[src/rtl/coin_arb_vend_ctrl.sv]
// Vending controller: arbitrates coins from two inlets, accumulates credit, then drives vend and change handshakes.
// Latency: a coin credited at a clock edge shows on po_credit right after that edge; all outputs are registered.
// Backpressure: each inlet has a one-entry pending slot; a coin that finds the slot full and is not granted is dropped and po_reject pulses.
//
// Ports:
//   sys_clk, sys_rst_n              clock, synchronous active-low reset
//   pi_a_half/pi_a_one              inlet A coin pulses (both together = one "one" coin)
//   pi_b_half/pi_b_one              inlet B coin pulses
//   pi_vend_ack, pi_change_ack      dispenser / hopper completion pulses
//   pi_refund                       refund button (only when REFUND_BTN_EN is defined)
//   po_vend_req, po_change_req      level requests to dispenser / hopper
//   po_credit                       current credit in half-units
//   po_accept                       high while collecting coins
//   po_reject                       one-cycle pulse when a coin is discarded
// Optional feature macro: REFUND_BTN_EN (adds pi_refund and the refund path).
module coin_arb_vend_ctrl #(
  parameter int unsigned PRICE = 4
) (
  input  logic       sys_clk,
  input  logic       sys_rst_n,
  input  logic       pi_a_half,
  input  logic       pi_a_one,
  input  logic       pi_b_half,
  input  logic       pi_b_one,
  input  logic       pi_vend_ack,
  input  logic       pi_change_ack,
`ifdef REFUND_BTN_EN
  input  logic       pi_refund,
`endif
  output logic       po_vend_req,
  output logic       po_change_req,
  output logic [3:0] po_credit,
  output logic       po_accept,
  output logic       po_reject
);

  localparam logic [3:0] PRICE_W = 4'(PRICE);

  typedef enum logic [1:0] {COLLECT, VEND, CHANGE} state_t;

  state_t     state, state_nxt;
  logic [3:0] credit, credit_nxt;
  logic       pend_a_vld, pend_a_one, pend_a_vld_nxt, pend_a_one_nxt;
  logic       pend_b_vld, pend_b_one, pend_b_vld_nxt, pend_b_one_nxt;
  logic       last_b, last_b_nxt;  // 1: B was granted last, so A wins a tie
  logic       live_a, live_b, req_a, req_b, gnt_a, gnt_b;
  logic       rej_a, rej_b, coin_en, refund, refund_take, gnt_one;
  logic [3:0] gnt_val, credit_sum;

`ifdef REFUND_BTN_EN
  assign refund = pi_refund;
`else
  assign refund = 1'b0;
`endif

  // Arbitration and pending-slot bookkeeping
  always_comb begin
    live_a      = pi_a_half | pi_a_one;
    live_b      = pi_b_half | pi_b_one;
    refund_take = (state == COLLECT) && refund && (credit != 4'd0);
    // A refund cycle credits nothing; live coins still go to pending or reject.
    coin_en     = (state == COLLECT) && !refund_take;
    req_a       = coin_en && (pend_a_vld || live_a);
    req_b       = coin_en && (pend_b_vld || live_b);
    gnt_a       = req_a && (!req_b || last_b);
    gnt_b       = req_b && !gnt_a;
    // The pending entry is older than the live coin, so it is served first.
    gnt_one     = gnt_a ? (pend_a_vld ? pend_a_one : pi_a_one)
                        : (pend_b_vld ? pend_b_one : pi_b_one);
    gnt_val     = (gnt_a || gnt_b) ? (gnt_one ? 4'd2 : 4'd1) : 4'd0;

    pend_a_vld_nxt = pend_a_vld;
    pend_a_one_nxt = pend_a_one;
    rej_a          = 1'b0;
    if (gnt_a && pend_a_vld) begin
      // Slot drained this cycle; a live coin refills it.
      pend_a_vld_nxt = live_a;
      pend_a_one_nxt = pi_a_one;
    end else if (!gnt_a && live_a) begin
      if (pend_a_vld) begin
        rej_a = 1'b1;
      end else begin
        pend_a_vld_nxt = 1'b1;
        pend_a_one_nxt = pi_a_one;
      end
    end

    pend_b_vld_nxt = pend_b_vld;
    pend_b_one_nxt = pend_b_one;
    rej_b          = 1'b0;
    if (gnt_b && pend_b_vld) begin
      pend_b_vld_nxt = live_b;
      pend_b_one_nxt = pi_b_one;
    end else if (!gnt_b && live_b) begin
      if (pend_b_vld) begin
        rej_b = 1'b1;
      end else begin
        pend_b_vld_nxt = 1'b1;
        pend_b_one_nxt = pi_b_one;
      end
    end
  end

  // Next-state and credit
  always_comb begin
    state_nxt  = state;
    credit_nxt = credit;
    last_b_nxt = last_b;
    credit_sum = credit + gnt_val;
    if (gnt_a) begin
      last_b_nxt = 1'b0;
    end else if (gnt_b) begin
      last_b_nxt = 1'b1;
    end
    case (state)
      COLLECT: begin
        if (refund_take) begin
          state_nxt = CHANGE;
        end else begin
          credit_nxt = credit_sum;
          if (credit_sum >= PRICE_W) state_nxt = VEND;
        end
      end
      VEND: begin
        if (pi_vend_ack) begin
          credit_nxt = credit - PRICE_W;
          state_nxt  = (credit_nxt != 4'd0) ? CHANGE : COLLECT;
        end
      end
      CHANGE: begin
        if (credit == 4'd0) begin
          state_nxt = COLLECT;
        end else if (pi_change_ack) begin
          credit_nxt = credit - 4'd1;
          if (credit_nxt == 4'd0) state_nxt = COLLECT;
        end
      end
      default: state_nxt = COLLECT;
    endcase
  end

  always_ff @(posedge sys_clk) begin
    if (!sys_rst_n) begin
      state         <= COLLECT;
      credit        <= 4'd0;
      pend_a_vld    <= 1'b0;
      pend_a_one    <= 1'b0;
      pend_b_vld    <= 1'b0;
      pend_b_one    <= 1'b0;
      last_b        <= 1'b1;
      po_vend_req   <= 1'b0;
      po_change_req <= 1'b0;
      po_accept     <= 1'b1;
      po_reject     <= 1'b0;
    end else begin
      state         <= state_nxt;
      credit        <= credit_nxt;
      pend_a_vld    <= pend_a_vld_nxt;
      pend_a_one    <= pend_a_one_nxt;
      pend_b_vld    <= pend_b_vld_nxt;
      pend_b_one    <= pend_b_one_nxt;
      last_b        <= last_b_nxt;
      po_vend_req   <= (state_nxt == VEND);
      po_change_req <= (state_nxt == CHANGE);
      po_accept     <= (state_nxt == COLLECT);
      po_reject     <= rej_a | rej_b;
    end
  end

  assign po_credit = credit;

endmodule
[config.mk]
export PLATFORM = sky130hd
export DESIGN_NAME = coin_arb_vend_ctrl
export DESIGN_NICKNAME = d
export VERILOG_FILES = /design/src/rtl/coin_arb_vend_ctrl.sv
export SDC_FILE = /design/constraint.sdc
export NUM_CORES = 1
export LEC_CHECK = 0
export BUFFER_PORTS_ARGS = -buffer_cell sky130_fd_sc_hd__buf_2
export CAP_MARGIN = 20
export CORE_UTILIZATION = 50
export CTS_CLUSTER_SIZE = 14
export DETAILED_ROUTE_END_ITERATION = 6
export GPL_TIMING_DRIVEN = 0
export PLACE_DENSITY = 0.74
export SLEW_MARGIN = 20
export SYNTH_ARGS = -nofsm -noshare
export SYNTH_HDL_FRONTEND = slang
export SYNTH_SLANG_ARGS = --single-unit
[constraint.sdc]
create_clock -name sys_clk -period 3.05 [get_ports sys_clk]
set_clock_uncertainty 0.1 [all_clocks]
set_input_delay 0.305 -clock sys_clk [delete_from_list [all_inputs] [get_ports sys_clk]]
set_output_delay 0.305 -clock sys_clk [all_outputs]
set_load 0.005 [all_outputs]
==> results of run 1 <==
==> final timing paths <==
check        startpoint     endpoint  slack (ns)  cells past startpoint
max          pend_b_vld  po_vend_req        0.12                     13
min           sys_rst_n       last_b        0.17                      2
max reg2reg  pend_b_vld  po_vend_req        0.12                     13
min reg2reg      last_b       last_b        0.44                      2
==> critical path, delay by kind of cell (launching register included) <==
family	cells	cell delay, ns
and+or+nand+nor	4	0.90
AOI/OAI and AO/OA	5	0.76
adders and majority gates	2	0.58
DFF	1	0.31
buffers and inverters	2	0.22
==> state kept, by name, summed over array words and instances (netlist names) <==
register,flops
po_credit,4
state,2
last_b,1
pend_a_one,1
pend_a_vld,1
pend_b_one,1
pend_b_vld,1
po_accept,1
po_change_req,1
po_reject,1
po_vend_req,1
==> cells by family after synthesis <==
logic type,Yosys count,share of synthesized area [%]
compound gates,37,27.0
buf+inv,15,5.44
simple gates,36,18.0
flops,15,28.4
mux,5,4.85
fa+ha+maj,12,14.7
xor+xnor,2,1.66
==> what timing repair did <==
item                       4_1_cts  5_1_grt
setup endpoints to repair        5        5
gates resized for setup          8       11
hold buffers                     0        0
pin swaps                        2        3
setup buffers                    1        1
==> where the power goes <==
| group | internal (mW) | switching [mW] |
|---|---|---|
| logic | 0.370 | 0.414 |
| clock network | 0.0487 | 0.0674 |
| registers | 0.264 | 0.0759 |
==> area by class of cell <==
class	instances	area (um^2)
inverters	14	52.6
clock buffers	3	22.5
fillers	170	689
multi-input cells	92	782
repair buffers	17	90.1
clock inverters	1	5.00
well taps	27	33.8
plain buffers	1	5.00
flip-flops and latches	15	302
==> layer usage <==
layer  share of wire [%]  global-route usage (%)
met1                  44                    26.1
met2                  50                    37.3
met3                 3.4                    3.40
met4                 2.0                    10.0
met5                   0                       0
==> metrics by stage <==
stage | setup TNS [ns] | instances | worst slack (ns) | utilization (%) | area (um^2)
after floorplan | 0 | 122 | 0.0259 | - | 1060
after global placement | -0.880 | 164 | -0.277 | 58.8 | 1170
after detailed placement | -1.06 | 164 | -0.324 | 58.8 | 1170
after CTS | 0 | 169 | 0.0434 | 62.0 | 1230
after global routing | -0.0114 | 170 | -0.00758 | 65.2 | 1290
final | 0 | 170 | 0.122 | 65.2 | 1290
==> layout by cell type (no fill, tap or decap), types with 3 or more instances in the layout <==
cell	netlist	final
buf_2	1	16
dfxtp_1	15	14
inv_1	14	12
nand2_1	8	8
ha_1	10	8
nor2_1	7	7
a21oi_1	8	6
nor3_1	5	5
mux2i_1	4	3
a211oi_1	3	3
nand3_1	3	3
o221ai_1	3	3
o21ai_0	4	3
clkbuf_4	0	3
==> summary.md, run 1 <==
| Metric | Value |
|---|---|
| Mean Syn Cell Area | 8.67 um^2 |
| GRT Total Usage | 21.6% |
| Crit path largest cell delay | 0.38 ns |
| MaxCap Viol Count | 0 |
| Post-synth ARST share | 0% |
| Cell Pwr Density | 959 mW/mm^2 |
| Worst slew margin | 72.5% |
| Initial Util | 53.3% |
| Top cells by area, synth | dfxtp_1 28%, ha_1 12%, inv_1 5.0%, a21oi_1 3.8%, mux2i_1 3.8% |
| Routed length per placed instance | 13.9 um |
| Final min period | 2.93 ns |
| Slowest stage cell, crit path | fa_2 |
| Slew Viols, Final | 0 |
| CTS H-tree depth | 1 |
| Commonest cells post-synth | 15 x dfxtp_1, 14 x inv_1, 10 x ha_1 |
| TritonRoute pass-1 iters | 4 |
| Largest net degree at the start of global routing | 10 |
| Layout cells sized above 1 | 29.4% |
| Clock sink total | 15 |
| Register area share after synthesis | 28.4% |
| Worst vdd ir | 621 uV |
| Vias | 1,003 |
| CTS Buf Count | 3 |
| Worst-path cell chain | buf_2 > nor3_4 > o21ai_4 > or2_4 > o21ai_2 > ha_2 > inv_1 > fa_2 > and2b_1 > a21oi_2 > o22ai_4 > a221oi_4 > and2_1 |
| Fin Hold WS | 0.165 ns |
| Top cell type's share of synthesized area | 28.4% |
| Leakage power | 0.548 nW |
| Clock root buffer | clkbuf_4 |
| Synthesized cell area | 0.00106 mm^2 |
| Via density | 5.90 |
| Clk slew on worst S/H paths | 0.10 ns |
| Worst Path Required | 3.19 ns |
| Period utilization | 96.0% |
| Tot Pwr | 1.24 mW |
| # setup viols final | 0 |
| Ys flop type | dfxtp_1 |
| DP Wirelength | 1720 um |
| CTS tree | built |
| Largest area contributor in the netlist | dfxtp_1 |
| Starting DRT DRC Count | 37 |
| Most frequent cell after synthesis | dfxtp_1 |
| Clock insertion delay at the later pin of the skew report | 0.29 ns |
| ANT nets after route | 0 |
| F_max | 341 MHz |
| Startpoint types | register |
| Setup CP Type | reg -> reg |
| I/O pin count | 16 |
| Post-synth net total | 141 |
| Worst min path class | in -> reg |
| Final nets | 163 |
| Final wirelength | 2370 um |
| IO Port Bufs | 15 |
| First-pass GRT wire length | 3400 um |
| Layout area overhead | 22.2% |
| Vias in the first global route | 799 |
| Die area | 0.00230 mm^2 |
| Largest fanout on the critical path | 7 |
| ANT cells | 0 |
| EDFF count, synth | 0 |
| Unique masters post-synth | 41 |
| WP data arrival | 3.06 ns |
| CP endpoint kind | register |
| Initial antenna violation count | 0 |
| Global route overflow | 0 |
| Outcome | complete, no violations |
| Die width | 48.0 um |
| Actual slew at the worst max-slew pin | 0.413 ns |
| Synth Instances | 122 |
| Gpl congestion | 0.835 |
| Core Area | 0.00198 mm^2 |
| # rows | 16 |
| Residual DRC | 0 |
| Buffers from clock root to sink, at most | 2 |
| Final Hold Vio Count | 0 |
| YS warnings | 0 |
| Yosys reg bits | 15 |
| Die Y | 48.0 um |
No activity file was read; power rests on OpenSTA's default activity.
==> inputs of run 2 (changes only) <==
Settings changed: ABC_AREA set to 1, SKIP_LAST_GASP set to 1.
==> run 2 against run 1 <==
Power is 2.4% lower; non-clock buffer count is 2 lower; via count is 6.6% higher; routed wire length is 1.1% lower; first-iteration DRC count is 27% lower; critical path depth is 5 higher; final cell count is 23% higher; clock power hardly changed; highest routed layer unchanged; flip-flop and latch count stayed put; largest power group unchanged.
==> summary.md, run 2 <==
| Metric | Value |
|---|---|
| Gpl congestion | 0.869 |
| Final Hold Vio Count | 0 |
| First-pass GRT wire length | 3950 um |
| Register area share after synthesis | 27.4% |
| GRT Total Usage | 20.8% |
| Post-CTS sizing | 0 |
| Non-Filler Instances | 209 |
| Largest net degree at the start of global routing | 9 |
| Buffers from clock root to sink, at most | 2 |
| Yosys reg bits | 15 |
| Mean Syn Cell Area | 6.72 um^2 |
| Most frequent cell after synthesis | nand2_1 |
| Actual slew at the worst max-slew pin | 0.279 ns |
| Leakage power | 0.625 nW |
| Starting DRT DRC Count | 27 |
| EDFF count, synth | 0 |
| # hold bufs at CTS | 0 |
| Layout cells sized above 1 | 22.5% |
| Min-delay src | sys_rst_n |
| Vias in the first global route | 982 |
| Routed length per placed instance | 11.2 um |
| CTS Buf Count | 3 |
| Final nets | 202 |
| Die width | 48.8 um |
| Core Area | 0.00200 mm^2 |
| Top cell type's share of synthesized area | 27.4% |
| Post-synth net total | 182 |
| Worst vdd ir | 521 uV |
| Via density | 5.11 |
| Cell Pwr Density | 970 mW/mm^2 |
| CP Launch Point | state[0] |
| DP Wirelength | 1810 um |
| Slew Viols, Final | 0 |
| Worst Path Required | 3.13 ns |
| CP endpoint kind | register |
| WP data arrival | 2.94 ns |
| Layout area overhead | 13.8% |
| MaxCap Viol Count | 0 |
| Final Util | 62.3% |
| Clock root buffer | clkbuf_4 |
| Placed Instances | 205 |
| # setup viols final | 0 |
| Unique masters post-synth | 28 |
| Startpoint types | register |
| R2r startpoint | state[0] |
| Residual DRC | 0 |
| Ys flop type | dfxtp_1 |
| Worst slew margin | 81.4% |
| Final wirelength | 2340 um |
| Commonest non-fill, non-tap cell in the layout | nand2_1 |
| Clk slew on worst S/H paths | 0.10 ns |
| Setup CP Type | reg -> reg |
| CTS tree | built |
| CTS H-tree depth | 1 |
| Clock sink total | 15 |
| ANT cells | 0 |
| TritonRoute pass-1 iters | 4 |
| Die Y | 48.8 um |
| Post-synth ARST share | 0% |
| # rows | 16 |
| Initial antenna violation count | 0 |
| Synthesized cell area | 0.00110 mm^2 |
| Setup repair bufs after CTS | 0 |
| I/O pin count | 16 |
| Final min period | 2.86 ns |
| Largest fanout on the critical path | 8 |
| Final instance area | 0.00125 mm^2 |
| Top cells by area, synth | dfxtp_1 27%, ha_1 11%, nand2_1 11%, inv_1 8.6%, nor2_1 7.2% |
| Worst min path class | in -> reg |
| Outcome | complete, no violations |
| F_max | 350 MHz |
| Largest area contributor in the netlist | dfxtp_1 |
| Die area | 0.00238 mm^2 |
| Placed Area | 0.00120 mm^2 |
| Synth Instances | 163 |
| Most frequent cells in the layout | 31 x nand2_1, 24 x inv_1, 21 x nor2_1 |
| Clock insertion delay at the later pin of the skew report | 0.29 ns |
| Period utilization | 93.8% |
| ANT nets after route | 0 |
| YS warnings | 0 |
| Vias | 1,069 |
| IO Port Bufs | 15 |
| Initial Util | 54.7% |
| Global route overflow | 0 |
| Largest register FFs | 4 |
| Commonest cells post-synth | 31 x nand2_1, 25 x inv_1, 21 x nor2_1 |
[run 2: cell types whose count changed in the layout (fill, tap and decap cells not counted), sizes merged, moves of 4 or more]
cell / delta
nor3: -4
inv: +12
nor2: +17
nand3: +12
nand2: +30
mux2i: -4
a221oi: -4
o221ai: -4
o21ai: +7
[run 2: metrics by stage]
step,setup WS (ns),power (mW),hold slack [ns],setup TNS (ns)
after floorplan,0.388,0.900,0.274,0
after global placement,0.148,1.04,0.387,0
after detailed placement,0.0861,1.07,0.395,0
after CTS,0.0637,1.19,0.177,0
after global routing,-0.00194,1.35,0.187,-0.00194
final,0.190,1.21,0.185,0
[run 2: logic make-up (layout without fill, tap and decap cells)]
kind of cell             count (synthesis)  in the layout  synth area share [%]
buffers and inverters                   28             47                  10.3
AND/OR/NAND/NOR                         83             83                  35.3
adder cells (fa/ha/maj)                 11             11                  13.2
XOR/XNOR                                 1              1                 0.799
flip-flops                              15             15                  27.4
AO/OA/AOI/OAI                           25             25                  13.0
[run 2: cell type report]
class | instances | area (um^2)
sequential | 15 | 303
buffer | 1 | 11.3
timing repair buffer | 15 | 75.1
inverter | 27 | 101
fill | 198 | 754
multi-input combinational | 120 | 697
clock buffer | 4 | 26.3
tap | 27 | 33.8
[run 2: final timing paths]
| kind | endpoint | slack (ns) | cells past startpoint |
|---|---|---|---|
| setup / recovery | po_vend_req | 0.19 | 18 |
| hold / removal | po_accept | 0.18 | 2 |
| setup reg to reg | po_vend_req | 0.19 | 18 |
| hold reg to reg | pend_b_one | 0.41 | 2 |
[run 2: layer usage]
metal	vias to the layer above	routed length (um)	track usage, %
met4	0	27	4.41
met5	-	0	0
met2	22	1160	38.0
li1	560	-	-
met1	480	1070	25.7
met3	7	85	2.80
[run 2: report_power, final]
part / switching [mW] / internal, mW / total [mW] / leakage [nW]
Combinational: 0.471 / 0.308 / 0.779 / 0.486
Sequential: 0.0488 / 0.266 / 0.315 / 0.125
Clock: 0.0657 / 0.0508 / 0.116 / 0.0150
[run 2: critical path: stages (launching register included)]
cell	delay, ns
dfxtp_2	0.34
inv_1	0.10
ha_2	0.21
inv_2	0.06
a21oi_2	0.14
nand2_4	0.10
o21ai_2	0.15
inv_1	0.05
nor2_1	0.09
ha_1	0.20
inv_1	0.07
fa_1	0.42
xor2_2	0.18
nand3_1	0.10
nand3_1	0.09
nand2_1	0.05
nand2_1	0.09
nand2_2	0.06
and2_1	0.13
==> inputs of run 3 (changes only) <==
Settings changed: CORE_UTILIZATION 50 to 55, PLACE_DENSITY 0.74 to 0.77.
Clock period 3.05 ns to 2.9 ns, I/O delays scaled along.
==> run 3 against run 2 <==
Hold slack got worse by 0.035 ns; fmax increased by 5.6%; highest routed layer unchanged; clock-buffer cell count is the same; routed wire length is 0.51% lower; design area up 1.6%; register-to-register slack hardly changed; sequential share of layout area fell by 0.38 points; largest power group unchanged.
==> summary.md, run 3 (same netlist as run 2, synthesis figures left out) <==
| Metric | Value |
|---|---|
| GR Layer Usage met1 | 29.6% |
| Met2 Use GR | 38.6% |
| Via density | 5.30 |
| Fin Hold WS | 0.149 ns |
| ANT cells | 0 |
| Final instance area | 0.00127 mm^2 |
| MaxCap Viol Count | 0 |
| Slew Viols, Final | 0 |
| Actual slew at the worst max-slew pin | 0.270 ns |
| Die Y | 46.6 um |
| Grt peak-use layer | met2 |
| # hold bufs at CTS | 0 |
| Worst slew margin | 82.0% |
| Clock insertion delay at the later pin of the skew report | 0.29 ns |
| Startpoint types | register |
| Starting DRT DRC Count | 32 |
| Most frequent cells in the layout | 31 x nand2_1, 22 x inv_1, 21 x nor2_1 |
| IO Port Bufs | 15 |
| Largest fanout on the critical path | 7 |
| Outcome | complete, no violations |
| Final Hold Vio Count | 0 |
| CTS tree | built |
| I/O pin count | 16 |
| F_max | 369 MHz |
| Final min period | 2.71 ns |
| Period utilization | 93.4% |
| Clk slew on worst S/H paths | 0.10 ns |
| Gpl congestion | 0.867 |
| Final wirelength | 2330 um |
| Core Area | 0.00180 mm^2 |
| Layout cells sized above 1 | 25.1% |
| DP Wirelength | 1780 um |
| Final nets | 203 |
| Clock sink total | 15 |
| Vias | 1,102 |
| Fill cell count | 164 |
| Worst Path Required | 3.00 ns |
| ANT nets after route | 0 |
| Residual DRC | 0 |
| Clock root buffer | clkbuf_4 |
| # setup viols final | 0 |
| Cell Pwr Density | 1030 mW/mm^2 |
| First-pass GRT wire length | 3620 um |
| Worst min path class | in -> reg |
| Leakage power | 0.629 nW |
| Global route overflow | 0 |
| Grt met3 use | 5.88% |
| Commonest non-fill, non-tap cell in the layout | nand2_1 |
| Initial Util | 60.8% |
| Largest register FFs | 4 |
| TritonRoute pass-1 iters | 4 |
| WP data arrival | 2.81 ns |
| Placed Area | 0.00120 mm^2 |
| Layout area overhead | 15.6% |
| CTS Buf Count | 3 |
| CTS H-tree depth | 1 |
| Setup CP Type | reg -> reg |
| GRT Total Usage | 23.1% |
| # rows | 15 |
| Largest net degree at the start of global routing | 9 |
| Worst vdd ir | 571 uV |
| Routed length per placed instance | 11.2 um |
| Vias in the first global route | 888 |
| RSZ-0062 raised after global routing | no |
| Buffers from clock root to sink, at most | 2 |
| CP endpoint kind | register |
| Die area | 0.00218 mm^2 |
| Die width | 46.6 um |
| Initial antenna violation count | 0 |
==> run 3: changes by cell type in the layout (fill, tap and decap cells not counted) <==
cell | previous run | this run
buf_4 | 0 | 1
ha_4 | 0 | 1
ha_1 | 9 | 8
inv_2 | 2 | 4
o21ai_0 | 10 | 9
o21ai_1 | 1 | 2
inv_1 | 24 | 22
fa_2 | 0 | 1
fa_1 | 1 | 0
==> run 3: critical path, cell delays in order, from the launching register on <==
cell	delay, ns
dfxtp_2	0.35
inv_2	0.09
ha_4	0.14
inv_2	0.05
a21oi_2	0.15
nand2_4	0.10
o21ai_2	0.14
inv_1	0.05
nor2_1	0.09
ha_2	0.20
inv_1	0.06
fa_2	0.36
xor2_2	0.20
nand3_1	0.10
nand3_1	0.08
nand2_1	0.05
nand2_1	0.09
nand2_2	0.07
and2_1	0.13
==> run 3: final cells by class <==
| class | count | area, um^2 | share of cell area, % |
|---|---|---|---|
| plain buffers | 1 | 11.3 | 0.888 |
| clock buffers | 4 | 26.3 | 2.07 |
| inverters | 27 | 101 | 8.00 |
| multi-input cells | 120 | 712 | 56.2 |
| flip-flops and latches | 15 | 303 | 23.9 |
| well taps | 25 | 31.3 | 2.47 |
| repair buffers | 16 | 82.6 | 6.52 |
==> run 3: routing by layer <==
layer  vias to the layer above  part of all wire [%]
met5                         -                     0
met4                         0                   1.6
met2                        25                    51
met3                         6                   3.3
li1                        553                     -
met1                       518                    44
==> run 3: timing repair <==
| action | 4_1_cts | 5_1_grt |
|---|---|---|
| endpoints found under the setup margin | 3 | 5 |
| resized for setup | 3 | 10 |
| endpoints found under the hold margin | 0 | 0 |
| pin swaps | 0 | 3 |
| setup buffers | 0 | 1 |
==> run 3: worst paths after layout <==
path | start | endpoint | slack (ns) | depth (start not counted)
min reg2reg | pend_b_one | pend_b_one | 0.41 | 2
max | state[0] | po_vend_req | 0.19 | 18
max reg2reg | state[0] | po_vend_req | 0.19 | 18
min | sys_rst_n | po_accept | 0.15 | 2
==> run 3: power breakdown <==
part / internal, mW / switching, mW
combinational: 0.345 / 0.503
sequential: 0.280 / 0.0547
clock: 0.0535 / 0.0734
total: 0.679 / 0.631
==> run 3: stage by stage <==
stage	util [%]	power [mW]	setup WS [ns]	TNS (ns)	instances
floorplan	-	0.947	0.238	0	163
global placement	66.7	1.10	-0.0147	-0.0147	203
detailed placement	66.7	1.12	-0.0590	-0.0969	203
CTS	68.6	1.26	0.0188	0	207
global route	70.3	1.44	0.0331	0	208
finish	70.3	1.31	0.193	0	208
